===== config.mk =====
export PLATFORM = sky130hd
export DESIGN_NAME = bin2therm_dwa
export DESIGN_NICKNAME = d
export VERILOG_FILES = /design/src/rtl/bin2therm_pkg.sv /design/src/rtl/bin2therm_comb.sv /design/src/rtl/bin2therm_dwa.sv
export SDC_FILE = /design/constraint.sdc
export NUM_CORES = 1
export LEC_CHECK = 0
export CAP_MARGIN = 20
export CORE_MARGIN = 2
export CORE_UTILIZATION = 40
export DETAILED_ROUTE_END_ITERATION = 10
export PLACE_DENSITY = 0.83
export SETUP_SLACK_MARGIN = 0.05
export SLEW_MARGIN = 15
export SYNTH_ARGS = -nofsm -noshare
export SYNTH_HDL_FRONTEND = slang
export SYNTH_SLANG_ARGS = --single-unit

===== constraint.sdc =====
create_clock -name clk -period 1.15 [get_ports clk]
set_input_delay 0.23 -clock clk [delete_from_list [all_inputs] [get_ports clk]]
set_output_delay 0.23 -clock clk [all_outputs]
set_load 0.1 [all_outputs]

===== src/rtl/bin2therm_pkg.sv =====
// Shared helpers for the binary-to-thermometer DWA converter.
// Vectors are carried at MAXW bits; callers slice them down to NOUT.
package bin2therm_pkg;

    localparam int unsigned MAXW = 64;

    typedef logic [MAXW-1:0] vec_t;

    function automatic vec_t therm_code(input int unsigned code, input int unsigned nout);
        vec_t r;
        r = '0;
        for (int unsigned i = 0; i < MAXW; i++)
            r[i[5:0]] = (i < nout) && (i < code);
        return r;
    endfunction

    // Rotate left by sh within an nout-wide ring; sh is always below nout.
    function automatic vec_t rotl_mod(input vec_t v, input int unsigned sh, input int unsigned nout);
        vec_t r;
        int unsigned j;
        r = '0;
        for (int unsigned i = 0; i < MAXW; i++) begin
            if (i < nout) begin
                j = i + nout - sh;
                if (j >= nout)
                    j = j - nout;
                r[i[5:0]] = v[j[5:0]];
            end
        end
        return r;
    endfunction

    // ptr + code never exceeds 2*nout-1, so one conditional subtract suffices.
    function automatic int unsigned ptr_next(input int unsigned ptr, input int unsigned code,
                                             input int unsigned nout);
        int unsigned sum;
        sum = ptr + code;
        if (sum >= nout)
            sum = sum - nout;
        return sum;
    endfunction

endpackage


===== src/rtl/bin2therm_comb.sv =====
// Combinational binary-to-thermometer stage, bit 0 first.
module bin2therm_comb #(
    parameter int NBITS = 5
) (
    input  logic [NBITS-1:0]     code,
    output logic [2**NBITS-2:0]  therm
);
    import bin2therm_pkg::*;

    localparam int NOUT = 2**NBITS - 1;

    assign therm = NOUT'(therm_code(32'(code), NOUT));

endmodule


===== src/rtl/bin2therm_dwa.sv =====
// Registered binary-to-thermometer converter with DWA element rotation.
// Define BIN2THERM_DWA_EN for rotation; otherwise a static thermometer with ptr held at 0.
module bin2therm_dwa #(
    parameter int NBITS = 5
) (
    input  logic                 clk,
    input  logic                 rst,
    input  logic                 in_valid,
    input  logic [NBITS-1:0]     in,
    input  logic                 ptr_clr,
    output logic [2**NBITS-2:0]  out,
    output logic                 out_valid,
    output logic [NBITS-1:0]     ptr
);
    import bin2therm_pkg::*;

    localparam int NOUT = 2**NBITS - 1;

    logic [NOUT-1:0]  therm;
    logic [NOUT-1:0]  out_d;
    logic [NBITS-1:0] ptr_d;
    logic [NBITS-1:0] ptr_idle;

    bin2therm_comb #(.NBITS(NBITS)) u_comb (
        .code  (in),
        .therm (therm)
    );

`ifdef BIN2THERM_DWA_EN
    logic [NBITS-1:0] ptr_eff;

    // A clear in the same cycle as a code rotates from element 0.
    assign ptr_eff  = ptr_clr ? '0 : ptr;
    assign out_d    = NOUT'(rotl_mod(vec_t'(therm), 32'(ptr_eff), NOUT));
    assign ptr_d    = NBITS'(ptr_next(32'(ptr_eff), 32'(in), NOUT));
    assign ptr_idle = ptr_clr ? '0 : ptr;
`else
    logic unused_ptr_clr;

    assign unused_ptr_clr = ptr_clr;
    assign out_d          = therm;
    assign ptr_d          = '0;
    assign ptr_idle       = '0;
`endif

    always_ff @(posedge clk or posedge rst) begin
        if (rst) begin
            out       <= '0;
            out_valid <= 1'b0;
            ptr       <= '0;
        end else begin
            out_valid <= in_valid;
            if (in_valid) begin
                out <= out_d;
                ptr <= ptr_d;
            end else begin
                ptr <= ptr_idle;
            end
        end
    end

endmodule

==> key figures <==
Status
  – Result of the run: complete, but fails checks
  – Violated checks: setup timing

Worst setup path
  – Worst setup path category: flop to output port
  – Count of cell instances traversed by the critical path: 1
  – WP buf/inv: 1
  – Slowest stage cell, crit path: sky130_fd_sc_hd__dfrtp_2
  – Critical path launch point type: flop
  – Worst flop-to-flop path startpoint: out[10]$_DFFE_PP0P_
  – Crit end category: output port
  – Timing startpoint of the critical path: out[10]$_DFFE_PP0P_
  – Register-to-Register Setup Slack: 0.13 ns
  – Cell-by-cell trace of the critical path: buf_12
  – Delay of the slowest cell on the worst path: 0.45 ns
  – Delay-heaviest family, CP: flip-flops
  – Worst Path Arrival: 0.96 ns
  – Max Fanout on Critical Path: 2
  – Reg2Reg Capture Point: out[10]$_DFFE_PP0P_
  – Critical path data required time: 0.92 ns
  – Worst r2r path cells: 4
  – Worst setup path end: out[10]

Die
  – Die boundary height: 61.83 µm
  – Chip width: 61.83 µm
  – Starting density of the core: 0.4276
  – Row count: 20
  – Area of the core: 0.003128 mm²
  – I/O pins: 46
  – Die Area: 0.003822 mm²

Global routing
  – First-pass GRT wire length: 5961 µm
  – Number of antenna violations at the first check in global routing: 0
  – Overall overflow remaining after global route: 0
  – Vias in the first global route: 1204
  – Maximum number of pins on one net before global-route repair: 33
  – Total track usage: 0.2297

Placement
  – Number of port buffers: 39
  – Final weighted congestion in routability-driven placement: 0.8355
  – Placed insts: 225
  – Detail Placement HPWL: 2946 µm

CTS
  – Clock Pin Slew Worst Setup and Hold Paths: 0.10 ns
  – Cell at the root of the clock tree: sky130_fd_sc_hd__clkbuf_4
  – Total CTS buffers: 5
  – CTS Sinks: 32
  – H-tree level count: 2
  – Later-pin clock latency in the skew report: 0.33 ns
  – Clock buffer depth: 2
  – TritonCTS clock tree: yes
  – Count of hold-fix buffers inserted at cts: 0

Power and ir drop
  – Pleak: 1.013 nW
  – Overall power of the completed layout: 3.428 mW
  – Power per cell area: 1488 mW/mm²
  – Peak ir drop on the vdd network: 0.8258 mV
  – Sequential Power Share: 0.388
  – Switching component of the power: 1.397 mW
  – Share of power burned in the clock network: 0.204
  – Cell-internal power: 2.032 mW
  – Sw Ratio: 0.4074
  – Combinational Power Share: 0.408

Route
  – Remaining antenna violation count: 0
  – Vias post-DR: 1240
  – Iter 0 DRT Violations: 66
  – WL final: 4037 µm
  – Routed length per placed instance: 17.18 µm
  – Detail-routed via count per cell: 5.277
  – DRC violations left: 0
  – Initial DRT Pass Iterations: 5

Cells and area
  – Area growth from synthesis to final layout: 72.31%
  – Number of antenna diodes: 0
  – Count of filler cells inserted in the layout: 175
  – # nets final: 200
  – Layout cells sized above 1: 0.5026
  – Final non-filler cell total: 235
  – Multi-input logic area: 395.4 µm²
  – Fraction of the core area covered by cells at the end of the flow: 0.7368
  – Register area: 840.8 µm²

Timing
  – Hold violation total from the final report: 0
  – Worst setup skew after layout: 0 ns
  – Time the final worst path needs with I/O delays and setup: 1.190 ns
  – Setup repair after global routing missed its margin: yes
  – Period utilisation layout: 1.035
  – Max-slew violation count: 0
  – Final setup violating endpoints: 31
  – Highest achievable clock rate: 840.2 MHz
  – Setup ws final: -0.04020 ns

Logic synthesis
  – Number of flip-flops and latches in the synthesized netlist: 32
  – Proportion of synthesized chip area in sequential cells: 0.5987
  – Number of standard cells after synthesis: 135
  – Cell area after synthesis: 0.001338 mm²
  – Count of synthesis-stage warnings from yosys: 0
  – Mean cell area of the mapped netlist: 9.908 µm²
  – Distinct cell type count after synthesis: 22

Hold path
  – Class of the most critical hold timing path: input port to asynchronous set/reset pin

Run
  – Number of max-cap violations: 0
==> tightest hold or removal path: stages <==
cell and delay, ns:
sky130_fd_sc_hd__clkdlybuf4s50_1 0.40, sky130_fd_sc_hd__inv_1 0.10, sky130_fd_sc_hd__buf_12 0.20
==> worst min-delay path by stage <==
stage / startpoint / endpoint / slack (ns) / depth (start not counted)
finish: rst / out[21]$_DFFE_PP0P_ / 0.24 / 3
global route: rst / out[13]$_DFFE_PP0P_ / 0.25 / 3
CTS: rst / out[13]$_DFFE_PP0P_ / 0.24 / 3
detailed placement: out[7]$_DFFE_PP0P_ / out[7]$_DFFE_PP0P_ / 0.53 / 2
global placement: out[7]$_DFFE_PP0P_ / out[7]$_DFFE_PP0P_ / 0.54 / 2
floorplan: in_valid / out_valid$_DFF_PP0_ / 0.26 / 0
==> registers in the layout, summed over array words and instances, names as in the netlist <==
register and count:
out 31, out_valid 1
==> per-layer routing <==
layer	vias up	global-route usage	wire (µm)
met4	0	0.1520	246
met5	-	0	0
met2	73	0.3970	2042
li1	555	-	-
met1	589	0.2420	1490
met3	23	0.06625	257
==> cell usage after synthesis (all sizes together) <==
cell | n | area (µm²)
a211oi | 1 | 7.510
a21oi | 11 | 55.05
a311oi | 1 | 8.760
a31oi | 4 | 25.02
buf | 14 | 90.09
conb | 1 | 3.750
dfrtp | 32 | 800.8
inv | 21 | 78.83
nand2 | 3 | 11.26
nand3 | 3 | 20.02
nand4 | 1 | 6.260
nor2 | 18 | 67.56
nor2b | 1 | 6.260
nor3 | 2 | 10.01
nor3b | 1 | 12.51
nor4 | 1 | 6.260
o21ai | 4 | 20.01
o221ai | 3 | 26.28
o22ai | 13 | 81.33
==> stage by stage <==
| stage | TNS [ns] | hold slack (ns) | instance area, µm² | setup slack [ns] |
|---|---|---|---|---|
| 2_1_floorplan | 0 | 0.2615 | 1393 | 0.1369 |
| 3_3_place_gp | -6.030 | 0.5427 | 2208 | -0.2477 |
| 3_5_place_dp | -8.321 | 0.5332 | 2208 | -0.4575 |
| 4_1_cts | -1.087 | 0.2416 | 2287 | -0.04759 |
| 5_1_grt | -1.351 | 0.2483 | 2305 | -0.06314 |
| 6_report | -0.6245 | 0.2363 | 2305 | -0.04020 |
==> layout make-up <==
type / count / share of cell area
timing repair buffer: 59 / 0.3773
inverter: 21 / 0.03420
tap: 44 / 0.02389
multi-input combinational: 72 / 0.1716
sequential: 32 / 0.3648
clock buffer: 7 / 0.02823
==> power by group through the flow <==
stage          clock, mW  sequential [mW]  combinational (mW)
4_1_cts            0.717             1.33                1.39
3_5_place_dp           0             1.35                1.38
6_report           0.701             1.33                1.40
3_3_place_gp           0             1.34                1.35
5_1_grt            0.753             1.34                1.44
2_1_floorplan          0             1.93               0.249
==> cell usage in the layout (no fill, tap or decap) <==
master                            synthesis  routed
sky130_fd_sc_hd__a31oi_1                  4       4
sky130_fd_sc_hd__nand2_2                  0       1
sky130_fd_sc_hd__conb_1                   1       5
sky130_fd_sc_hd__nor2b_1                  1       1
sky130_fd_sc_hd__dlygate4sd2_1            0       5
sky130_fd_sc_hd__o21ai_0                  3       3
sky130_fd_sc_hd__o21ai_1                  1       1
sky130_fd_sc_hd__clkbuf_8                 0       2
sky130_fd_sc_hd__nand3_1                  2       2
sky130_fd_sc_hd__nand2_1                  3       2
sky130_fd_sc_hd__buf_12                   0      33
sky130_fd_sc_hd__dlymetal6s2s_1           0       1
sky130_fd_sc_hd__inv_1                   21      21
sky130_fd_sc_hd__clkdlybuf4s50_1          0       1
sky130_fd_sc_hd__nor3b_2                  1       1
sky130_fd_sc_hd__o221ai_1                 3       2
sky130_fd_sc_hd__nand4_1                  1       1
sky130_fd_sc_hd__nor3_1                   2       2
sky130_fd_sc_hd__a311oi_1                 1       1
sky130_fd_sc_hd__o221ai_2                 0       1
sky130_fd_sc_hd__clkbuf_4                 0       5
sky130_fd_sc_hd__nand3_2                  1       1
sky130_fd_sc_hd__nor4_1                   1       1
sky130_fd_sc_hd__buf_4                    8      19
sky130_fd_sc_hd__a21oi_1                 11      10
sky130_fd_sc_hd__o22ai_1                 13      13
sky130_fd_sc_hd__dfrtp_2                  0      32
sky130_fd_sc_hd__a211oi_1                 1       1
sky130_fd_sc_hd__nor2_1                  18      18
sky130_fd_sc_hd__a21oi_2                  0       1
==> what timing repair did <==
| action | CTS | global route |
|---|---|---|
| pin swaps | 0 | 0 |
| gates resized for setup | 8 | 1 |
| setup endpoints to repair | 35 | 38 |
| gates cloned | 0 | 0 |
| setup buffers | 1 | 2 |
==> cell families (layout without fill, tap and decap cells) <==
| family | Yosys count | in the layout | synth area share |
|---|---|---|---|
| buffers and inverters | 35 | 87 | 0.1263 |
| DFF | 32 | 32 | 0.5987 |
| other | 1 | 5 | 0.002804 |
| and+or+nand+nor | 30 | 30 | 0.1048 |
| AOI/OAI and AO/OA | 37 | 37 | 0.1674 |
No activity file was read; power rests on OpenSTA's default activity.
